[config.mk]
export PLATFORM = sky130hd
export DESIGN_NAME = riscv_elastic_pipe
export DESIGN_NICKNAME = d
export VERILOG_FILES = /design/src/rtl/riscv_elastic_pipe.sv
export SDC_FILE = /design/constraint.sdc
export NUM_CORES = 1
export LEC_CHECK = 0
export CAP_MARGIN = 20
export CORE_MARGIN = 10
export CORE_UTILIZATION = 35
export CTS_CLUSTER_DIAMETER = 50
export DETAILED_ROUTE_END_ITERATION = 7
export GPL_TIMING_DRIVEN = 0
export SLEW_MARGIN = 30
export SYNTH_ARGS = -nofsm -noshare
export SYNTH_HDL_FRONTEND = slang
export SYNTH_SLANG_ARGS = --single-unit
[constraint.sdc]
create_clock -name clk -period 1.55 [get_ports clk]
set_clock_uncertainty 0.15 [all_clocks]
set_input_delay 0.155 -clock clk [delete_from_list [all_inputs] [get_ports clk]]
set_output_delay 0.155 -clock clk [all_outputs]
set_load 0.02 [all_outputs]
[src/rtl/riscv_elastic_pipe.sv]
`default_nettype none
// riscv_elastic_pipe (rev 1.0): elastic valid/ready register chain with global stall and flush.
// Optional per-stage even parity and parity_err output when RISCV_PIPE_PARITY_EN is defined.
module riscv_elastic_pipe #(
  parameter int               WIDTH     = 32,
  parameter int               STAGES    = 2,
  parameter logic [WIDTH-1:0] RESET_VAL = '0
) (
  input  logic                        clk,
  input  logic                        reset,
  input  logic                        in_valid,
  output logic                        in_ready,
  input  logic [WIDTH-1:0]            in_data,
  output logic                        out_valid,
  input  logic                        out_ready,
  output logic [WIDTH-1:0]            out_data,
  input  logic                        stall,
  input  logic                        flush,
`ifdef RISCV_PIPE_PARITY_EN
  output logic                        parity_err,
`endif
  output logic [$clog2(STAGES+1)-1:0] occupancy
);

  localparam int OCC_W = $clog2(STAGES+1);
  localparam int LAST  = STAGES - 1;

  logic [WIDTH-1:0]  data_q   [STAGES];
  logic [WIDTH-1:0]  src_data [STAGES];
  logic [STAGES-1:0] valid_q;
  logic [STAGES-1:0] valid_d;
  logic [STAGES-1:0] src_valid;
  logic [STAGES-1:0] adv;
  logic [STAGES:0]   adv_chain;
  logic [OCC_W-1:0]  occ_d;
  logic              run;

  assign run = !stall && !flush;

  // Advance ripples from the output end back toward the input.
  always_comb begin
    adv_chain         = '0;
    adv_chain[STAGES] = out_ready;
    for (int i = LAST; i >= 0; i--) begin
      adv_chain[i] = run && (!valid_q[i] || adv_chain[i+1]);
    end
  end

  assign adv = adv_chain[LAST:0];

  for (genvar g = 0; g < STAGES; g++) begin : g_src
    if (g == 0) begin : g_head
      assign src_valid[g] = in_valid;
      assign src_data[g]  = in_data;
    end else begin : g_link
      assign src_valid[g] = valid_q[g-1];
      assign src_data[g]  = data_q[g-1];
    end
  end

  always_comb begin
    valid_d = '0;
    occ_d   = '0;
    for (int i = 0; i < STAGES; i++) begin
      valid_d[i] = flush ? 1'b0 : (adv[i] ? src_valid[i] : valid_q[i]);
      occ_d      = occ_d + OCC_W'(valid_d[i]);
    end
  end

  always_ff @(posedge clk or negedge reset) begin
    if (!reset) begin
      valid_q   <= '0;
      occupancy <= '0;
      for (int i = 0; i < STAGES; i++) begin
        data_q[i] <= RESET_VAL;
      end
    end else begin
      valid_q   <= valid_d;
      occupancy <= occ_d;
      for (int i = 0; i < STAGES; i++) begin
        if (adv[i]) begin
          data_q[i] <= src_data[i];
        end
      end
    end
  end

  assign in_ready  = reset && adv[0];
  assign out_valid = valid_q[LAST] && !flush;
  assign out_data  = data_q[LAST];

`ifdef RISCV_PIPE_PARITY_EN
  logic [STAGES-1:0] par_q;
  logic [STAGES-1:0] src_par;

  for (genvar g = 0; g < STAGES; g++) begin : g_par
    if (g == 0) begin : g_head
      assign src_par[g] = ^in_data;
    end else begin : g_link
      assign src_par[g] = par_q[g-1];
    end
  end

  // Parity bit is captured once at entry and moves in lockstep with its payload.
  always_ff @(posedge clk or negedge reset) begin
    if (!reset) begin
      par_q      <= {STAGES{^RESET_VAL}};
      parity_err <= 1'b0;
    end else begin
      for (int i = 0; i < STAGES; i++) begin
        if (adv[i]) begin
          par_q[i] <= src_par[i];
        end
      end
      parity_err <= valid_q[LAST] && !flush && ((^data_q[LAST]) != par_q[LAST]);
    end
  end
`endif

endmodule
`default_nettype wire

Word level (Yosys, flattened, before mapping)
Cells that the tools add are included.

Output and inout bits: 36. Flip-flop bits (word level): 68.

Add/subtract/negate cells: 1. Reductions and logical operators: 11. Multiplexer cells: 4.

Operator list (count): logical AND 1 bit (5); zero test 1 bit (4); two-way mux 1 bit (4); adder 1 x 1 -> 2 bit (1); logical OR 1 bit (2).

Logic depth before layout (Yosys ltp)
Gate-level depths: netlist of the first run.

Depth after elaboration: 8. Gate-level depth with buffers: 5. Mapped depth without buffers: 4.

Worst setup path before layout of the first run
No wires, ideal clock.

Path type: flip-flop to flip-flop. From: register valid_q[1]. To: register occupancy[0]. Setup slack: 28 ps. Path buffers: 1. Cell stages (with the launch flop): 6. Data arrival time: 1246 ps. Path through: dfrtp_1 -> inv_1 -> o21ai_4 -> buf_6 -> a32o_1 -> ha_1.

Cells in the longest elaborated chain, start to end: 8. Elaborated cells between the ends (all ways): 10.

Ends and longest elaborated chain: start: declaration (line 30) `logic [STAGES-1:0] valid_q;`; start signal: assignment (line 78) `valid_q <= valid_d;`; zero test 1 bit (line 45) `adv_chain[i] = run && (!valid_q[i] || adv_chain[i+1]);`; logical OR 1 bit (line 45); logical AND 1 bit (line 45); logical OR 1 bit (line 45); logical AND 1 bit (line 45); two-way mux 1 bit (2 in a row) (line 65) `valid_d[i] = flush ? 1'b0 : (adv[i] ? src_valid[i] : valid_q[i]);`; via valid_d[0] (line 31) `logic [STAGES-1:0] valid_d;`; adder 1 x 1 -> 2 bit (line 66) `occ_d = occ_d + OCC_W'(valid_d[i]);`; via occ_d[0] (line 35) `logic [OCC_W-1:0] occ_d;`; end signal: assignment (line 73) `occupancy <= '0;`; end signal: assignment (line 79) `occupancy <= occ_d;`; end: declaration (line 22) `output logic [$clog2(STAGES+1)-1:0] occupancy`.

The timed path passes the listed nets, and every way through them passes these cells. A chain may end at the register's enable or synchronous reset.

Worst setup path after layout of the first run
Same ends and word-level chain as after synthesis.

==> impl_metrics.ini, run 1 <==
[status]
status = complete, but fails checks
violations = negative hold slack, negative setup slack

[clocking]
numCtsBuffers = 9
cts_tree = built
clock-sinks = 68
clk_pin_slew_ps = 70
insertion_delay_ps = 340
htree_levels = 3
hold_buffers = 2
clk_root_buffer_cell = clkbuf_8
ctsLongestPathBuffers = 2

[floorplan]
fp.dieW_um = 109.9
io_pins = 74
row_count = 32
die_h_um = 109.9
initial_core_util_pct = 36.27
dieArea_um2 = 12090
core_area_um2 = 7807

[yosys]
synthCells = 184
synth_compound_area_share_pct = 1.281
avgSynthCellArea_um2 = 15.39
yosys_warnings = 0
synth_top_family_by_area = multiplexers
synth_fp_nets = 223
synth_adder_area_share_pct = 0.4419
synth.distinct_cells = 17
ys_seq_area_share_pct = 60.10
synth_simple_gate_area_share_pct = 1.458
synth-seq-cells = 68
synthMuxAreaShare_pct = 25.45
netlist_area_um2 = 2831
synthXorXnorAreaFrac_pct = 0

[sta]
whs_ps = -338.4
finalCritPeriodShare_pct = 104.9
period_minus_slack_ps = 1625
rsz0062_at_grt = true
max_slew.worst_pin.slew_ps = 304.3
finalWorstSetupSlack_ps = -75.21
slew_violations = 0
hold_viol = 68
relSlewSlack_pct = 79.72
setup_viol = 11
fmax_ghz = 0.6153

[pwr]
p_comb_share_pct = 30.9
power_frac_seq_pct = 43.1
power.density_nw_per_um2 = 1231
ir_drop_mv = 0.5746
switching_power_mw = 1.436
p_int_mw = 3.875
leakage_nw = 2.086
clkPwrFrac_pct = 25.9
swShare_pct = 27.04

[setup_path]
cp.arrival_ps = 1750
reg2reg_from = valid_q[1]
worst_path_most_repeated_cell = buf_6
crit_type = reg -> reg
crit_chain = buf_6, inv_4, o21ai_4, buf_6, buf_8, a32o_2, ha_4
cp_num_buf_inv = 4
crit_path_max_fanout = 3
start_kind = flop
slowest_stage = dfrtp_1
rr_worst_depth = 7
setup.worst_path.end_class = flop
crit_family = buffers and inverters
critPathMaxStageDelay_ps = 390
timing.rr.end = occupancy[0]
worstPathRequired_ps = 1680
rrSetupSlack_ps = -80

[layout]
n_antenna_cell = 0
nets = 325
post-route-util_pct = 55.24
drive_above_1_share_pct = 49.31
syn_to_final_growth_pct = 52.32
fillerInstances = 688

[global_route]
grt_max_degree = 36
grt_first_pass_wirelength_mm = 9.232
grt_pass1_vias = 1890
antenna_found_initial = 0
grt_overflow = 0
track_usage_pct = 10.09

[routing]
drt_first_pass_iters = 4
wl_per_cell_um = 15.32
drt_iter0_markers = 28
ant_nets = 0
wl_mm = 6.005
drc = 0
viasPerCell = 4.367
vias = 1712

[job]
drv_cap = 0

[placed_design]
place_congestion = 0.6794
port_buffers = 73
dp_hpwl_mm = 3.949
dp_slack_ps = -457.1

[hold_path]
hp-class = in -> async
## cell usage after synthesis, drive strengths merged
master | count | area (um2)
o21ai | 2 | 21.27
a21oi | 1 | 5.000
a32o | 1 | 10.01
nand3b | 1 | 7.510
inv | 3 | 11.26
nor2 | 2 | 15.01
buf | 38 | 307.8
and3 | 1 | 6.260
mux2 | 64 | 720.7
nand2 | 1 | 6.260
ha | 1 | 12.51
dfrtp | 68 | 1702
nand2b | 1 | 6.260
## power groups by stage
stage	combinational (mW)	sequential (mW)	clock, mW
final	1.64	2.29	1.38
after global routing	1.76	2.34	1.50
after CTS	1.55	2.28	1.42
after detailed placement	1.60	2.31	0
after global placement	1.58	2.30	0
after floorplan	0.963	2.26	0
## metal layers
layer / GRT usage, % / routed length (um) / part of all wire [%] / vias up
met5: 0 / 0 / 0 / -
met4: 5.019 / 111 / 1.8 / 0
met3: 5.208 / 602 / 10 / 8
met2: 15.07 / 2726 / 45 / 56
met1: 11.65 / 2564 / 43 / 846
li1: - / - / - / 802
## worst max path at each step
stage,startpoint,end,slack [ps],depth (start not counted)
2_1_floorplan,valid_q[1],occupancy[0],30,5
3_3_place_gp,reset,in_ready,-2750,3
3_5_place_dp,flush,occupancy[0],-460,6
4_1_cts,valid_q[1],occupancy[0],-80,7
5_1_grt,valid_q[1],occupancy[0],-110,7
6_report,valid_q[1],occupancy[0],-80,7
## state kept, by name (all words and copies together) (netlist names)
name       count
occupancy      2
valid_q        2
out_data      32
data_q        32
## layout make-up
| cell class | instances | area, um2 | area share (%) |
|---|---|---|---|
| sequential | 68 | 1702 | 39.45 |
| timing repair buffer | 91 | 980.9 | 22.74 |
| multi-input combinational | 75 | 950.9 | 22.05 |
| buffer | 38 | 350.3 | 8.123 |
| clock buffer | 14 | 182.7 | 4.236 |
| tap | 102 | 127.6 | 2.959 |
| inverter | 3 | 13.76 | 0.3191 |
| clock inverter | 1 | 5.005 | 0.1160 |
## worst register-to-register path, stage by stage (launching register included)
cell,delay [ps]
dfrtp_1,390
buf_6,130
inv_4,50
o21ai_4,60
buf_6,130
buf_8,120
a32o_2,290
ha_4,260
## cell families (layout without fill, tap and decap cells)
group                    after synthesis  in the layout
flip-flops                            68             68
buffers and inverters                 41            147
adder cells (fa/ha/maj)                1              1
multiplexers                          64             64
AO/OA/AOI/OAI                          4              4
AND/OR/NAND/NOR                        6              6
## stage by stage
stage | cells | instance area [um2] | power [mW] | setup TNS, ps | hold WS [ps]
final | 392 | 4313 | 5.311 | -322.4 | -338.4
after global routing | 392 | 4313 | 5.604 | -1321 | -344.4
after CTS | 387 | 4118 | 5.255 | -394.8 | -342.4
after detailed placement | 360 | 3707 | 3.912 | -16800 | -8.010
after global placement | 359 | 3690 | 3.875 | -165970 | 310.3
after floorplan | 184 | 2831 | 3.226 | 0 | -290.6
## what timing repair did
action,in CTS,in global routing
pin swaps,4,1
endpoints found under the hold margin,68,68
buffers inserted,8,3
gates cloned,2,2
resized for setup,63,36
endpoints found under the setup margin,67,38
## cell usage in the layout, fill, tap and decap left out, types with 2 or more instances in the layout
cell,synthesis,routed
mux2_4,0,30
clkbuf_8,0,13
buf_8,0,2
buf_6,6,5
dfrtp_1,68,68
mux2_2,62,34
buf_4,32,38
buf_12,0,8
clkdlybuf4s50_1,0,35
dlygate4sd2_1,0,33
inv_1,3,2
clkbuf_16,0,2
buf_16,0,3
Note: power is estimated with default switching activity, not from simulation.
==> run 2, diff against run 1 <==
Settings changed: GPL_TIMING_DRIVEN 0 to unset.
==> run 2 against run 1 <==
Compared with the run above:
- non-clock buffer count is 41 lower
- critical path type is now in -> reg
- via count is 8.5% lower
- sequential power hardly changed
- the flow now finishes without violations
- die area stayed put
- highest routed layer unchanged
- count of clock-buffer cells in the layout is 3 lower
- cell area is 14% lower
==> impl_metrics.ini, run 2 (same netlist as run 1, synthesis figures left out) <==
[clocking]
numCtsBuffers = 9
insertion_delay_ps = 330
clk_root_buffer_cell = clkbuf_8
cts_tree = built
clock-sinks = 68
htree_levels = 3
ctsLongestPathBuffers = 2
clk_pin_slew_ps = 70

[sta]
hold_viol = 0
finalSetupTns_ps = 0
fmax_ghz = 0.6670
rsz0062_at_grt = true
period_minus_slack_ps = 1499
slew_violations = 0
finalCritPeriodShare_pct = 96.73
setup_viol = 0
max_slew.worst_pin.slew_ps = 293.1
relSlewSlack_pct = 80.46

[pwr]
power_frac_seq_pct = 49.0
p_comb_share_pct = 24.9
swShare_pct = 28.42
clkPwrFrac_pct = 26.1
switching_power_mw = 1.315
power.density_nw_per_um2 = 1248
ir_drop_mv = 0.5138
leakage_nw = 1.665
p_int_mw = 3.313

[job]
drv_cap = 0

[layout]
n_antenna_cell = 0
drive_above_1_share_pct = 38.71
post-route-util_pct = 47.50
fillerInstances = 747
multiInputGateArea_um2 = 824.5
layout.area.seq_um2 = 1702
syn_to_final_growth_pct = 30.98
mostFrequentLayoutCell = dfrtp_1
final_cell_mix = dfrtp_1 (68), mux2_2 (62), clkdlybuf4s50_1 (36)
nets = 284

[setup_path]
reg2reg_from = valid_q[1]
crit_type = in -> reg
crit_chain = clkdlybuf4s50_1, nor2_4, buf_4, o21ai_4, buf_12, mux2_2
cp.arrival_ps = 1560
cp_num_buf_inv = 3
crit_path_max_fanout = 32
crit_family = buffers and inverters
rr_worst_depth = 5
setup.worst_path.end_class = flop
slowest_stage = clkdlybuf4s50_1
timing.rr.end = data_q[47]
critPathMaxStageDelay_ps = 520
rrSetupSlack_ps = 60
start_kind = primary input
worstPathRequired_ps = 1610

[floorplan]
fp.dieW_um = 109.9
initial_core_util_pct = 36.27
row_count = 32
io_pins = 74
dieArea_um2 = 12090
core_area_um2 = 7807
die_h_um = 109.9

[routing]
vias = 1567
drc = 0
ant_nets = 0
viasPerCell = 4.477
wl_mm = 5.428
wl_per_cell_um = 15.51
drt_iter0_markers = 14
drt_first_pass_iters = 2

[status]
status = complete, no violations

[global_route]
track_usage_pct = 8.910
grt_pass1_vias = 1632
grt_overflow = 0
grt_max_degree = 69
grt_first_pass_wirelength_mm = 8.142
antenna_found_initial = 0

[placed_design]
port_buffers = 73
place_congestion = 0.6363
dp_hpwl_mm = 3.634

[hold_path]
hp-class = in -> async
## run 2: worst max-delay path by stage
stage,start,to,cells past startpoint,slack [ps]
global placement,out_ready,in_ready,4,-290
finish,flush,out_data[12],6,50
floorplan,valid_q[1],occupancy[0],5,30
detailed placement,out_ready,in_ready,4,-300
global route,valid_q[1],data_q[46],5,-10
CTS,valid_q[1],out_valid,3,10
## run 2: metal layers
layer  vias up  track usage (%)  routed length [um]  share of wire, %
met5         -                0                   0                 0
met4         0            4.182                  64               1.2
met3         6            5.442                 656                12
met2        54            12.74                2359                43
met1       788            10.36                2347                43
li1        719                -                   -                 -
## run 2: area by class of cell
class                           count  share of cell area, %
Sequential cell                    68                  45.88
Clock inverter                      3                 0.4049
Clock buffer                       11                  3.812
Multi-Input combinational cell     75                  22.23
Timing Repair Buffer               88                  23.92
Tap cell                          102                  3.441
Inverter                            3                 0.3036
## run 2: stage by stage
step                cell area [um2]  power (mW)  setup slack [ps]  hold slack (ps)  cells
global route                   3709       4.899            -14.33            237.4    350
finish                         3709       4.628             50.73            224.0    350
detailed placement             3490       3.619            -296.5            311.5    331
global placement               3490       3.593            -289.2            316.5    331
CTS                            3607       4.683             9.885            260.9    346
floorplan                      2831       3.226             27.76           -290.6    184
## run 2: repair_timing
action	CTS	global route
hold buffers	1	0
pin swaps	0	1
buffers inserted	0	0
cloned	0	3
resized for setup	39	6
endpoints found under the setup margin	36	55
endpoints found under the hold margin	68	0
## run 2: worst min-delay path, delay by kind of cell
family                 cells  cell delay (ps)
buffers and inverters      3              950
## run 2: power groups by stage
stage	clock network (mW)	logic, mW	registers [mW]
floorplan	0	0.963	2.26
global placement	0	1.29	2.30
detailed placement	0	1.30	2.32
CTS	1.26	1.15	2.27
global route	1.34	1.25	2.31
finish	1.21	1.15	2.27
==> run 3, diff against run 2 <==
Settings changed: RECOVER_POWER set to 100.
==> run 3 against run 2 <==
Compared with the run above:
- count of clock-buffer cells in the layout unchanged
- core utilization down 0.21 points
- flip-flop and latch count did not move
- combinational power barely moved
- maximum frequency hardly changed
- via count decreased by 0.70%
- total power is 0.12% lower
- sequential share of layout area up 0.20 points
- critical path depth stayed put
- largest cell class unchanged
- largest power group unchanged
==> impl_metrics.ini, run 3 (same netlist as run 1, synthesis figures left out) <==
[routing]
drc = 0
vias = 1556
highest_layer = met4
ant_nets = 0
wl_per_cell_um = 15.48
wl_mm = 5.419
met1Wirelength_mm = 2.336
drt_first_pass_iters = 2
wl_met3_um = 663
viasPerCell = 4.446
met2_length_mm = 2.354
drt_iter0_markers = 16

[layout]
fillerInstances = 750
syn_to_final_growth_pct = 30.40
post-route-util_pct = 47.29
stdcell_count = 350
mostFrequentLayoutCell = dfrtp_1
nets = 284
final_cell_mix = dfrtp_1 (68), mux2_2 (62), clkdlybuf4s50_1 (36)
drive_above_1_share_pct = 38.31
n_antenna_cell = 0

[clocking]
clock-sinks = 68
cts_tree = built
clk_root_buffer_cell = clkbuf_8
ctsLongestPathBuffers = 2
post-cts-setup-buffers = 0
htree_levels = 3
insertion_delay_ps = 330
numCtsBuffers = 9
clk_pin_slew_ps = 70

[global_route]
antenna_found_initial = 0
grt_overflow = 0
grt_pass1_vias = 1632
grt_first_pass_wirelength_mm = 8.142
track_usage_pct = 8.910
grt_max_degree = 69

[sta]
hold_viol = 0
finalSetupTns_ps = 0
setup_viol = 0
fmax_ghz = 0.6667
slew_violations = 0
period_minus_slack_ps = 1500
max_slew.worst_pin.slew_ps = 530.8
rsz0062_at_grt = true
relSlewSlack_pct = 64.61
finalCritPeriodShare_pct = 96.77

[setup_path]
crit_chain = clkdlybuf4s50_1, nor2_4, buf_4, o21ai_4, buf_12, mux2_2
reg2reg_from = valid_q[1]
crit_type = in -> reg
slowest_stage = clkdlybuf4s50_1
crit_path_max_fanout = 32
setup.worst_path.end_class = flop
start_kind = primary input
rrSetupSlack_ps = 60
rr_worst_depth = 5
timing.rr.end = data_q[47]
cp.arrival_ps = 1560
critPathMaxStageDelay_ps = 520
worstPathRequired_ps = 1610

[status]
status = complete, no violations

[pwr]
power_mw = 4.622
leakage_nw = 1.656
ir_drop_mv = 0.5146
power.density_nw_per_um2 = 1252

[floorplan]
fp.dieW_um = 109.9
die_h_um = 109.9
io_pins = 74
dieArea_um2 = 12090
initial_core_util_pct = 36.27
row_count = 32
core_area_um2 = 7807

[hold_path]
min_from = in_data[16]
hp-class = in -> reg
holdPathStages = 2
min_to = data_q[48]

[placed_design]
dp_hpwl_mm = 3.634
place_congestion = 0.6363
dp.cells = 331
port_buffers = 73

[job]
drv_cap = 0
## run 3: changes by cell type in the layout (fill, tap and decap cells not counted), sizes merged
cell,delta
buf,-2
clkbuf,+2
## run 3: area by class of cell
| cell class | instances | area [um2] | area share, % |
|---|---|---|---|
| clock inverter | 3 | 15.01 | 0.4066 |
| inverter | 3 | 11.26 | 0.3050 |
| sequential | 68 | 1702 | 46.09 |
| multi-input combinational | 75 | 824.5 | 22.33 |
| tap | 102 | 127.6 | 3.456 |
| clock buffer | 11 | 141.4 | 3.829 |
| timing repair buffer | 88 | 870.8 | 23.59 |
## run 3: worst max-delay path: cells and delay by family
| family | cells | cell delay (ps) |
|---|---|---|
| AOI/OAI and AO/OA | 1 | 70 |
| buffers and inverters | 3 | 920 |
| muxes | 1 | 360 |
| and+or+nand+nor | 1 | 50 |
## run 3: worst max path at each step
stage                          start            to  slack (ps)  cells past startpoint
after floorplan           valid_q[1]  occupancy[0]          30                      5
after global placement     out_ready      in_ready        -290                      4
after detailed placement   out_ready      in_ready        -300                      4
after CTS                 valid_q[1]     out_valid          10                      3
after global routing           reset  out_data[12]         -10                      4
final                          flush  out_data[12]          50                      6
## run 3: metrics by stage
| stage | worst slack (ps) | cell area [um2] | hold WS, ps |
|---|---|---|---|
| final | 50.10 | 3692 | 277.7 |
| after global routing | -14.33 | 3692 | 268.8 |
| after CTS | 9.885 | 3607 | 260.9 |
| after detailed placement | -296.5 | 3490 | 311.5 |
| after global placement | -289.2 | 3490 | 316.5 |
| after floorplan | 27.76 | 2831 | -290.6 |
## run 3: what timing repair did
action                                 in CTS  in global routing
endpoints found under the hold margin      68                  0
pin swaps                                   0                  1
resized for setup                          39                  6
hold buffers                                1                  0
setup endpoints to repair                  36                 55
gates cloned                                0                  3
## run 3: where the power goes
part	internal [mW]	switching (mW)	leakage (nW)
clock	0.598	0.610	0.0848
combinational	0.594	0.553	0.763
sequential	2.11	0.152	0.808
## run 3: per-layer routing
layer,vias to the layer above,global-route usage (%)
met4,0,4.182
met3,6,5.442
met5,-,0
met2,54,12.74
li1,718,-
met1,778,10.36
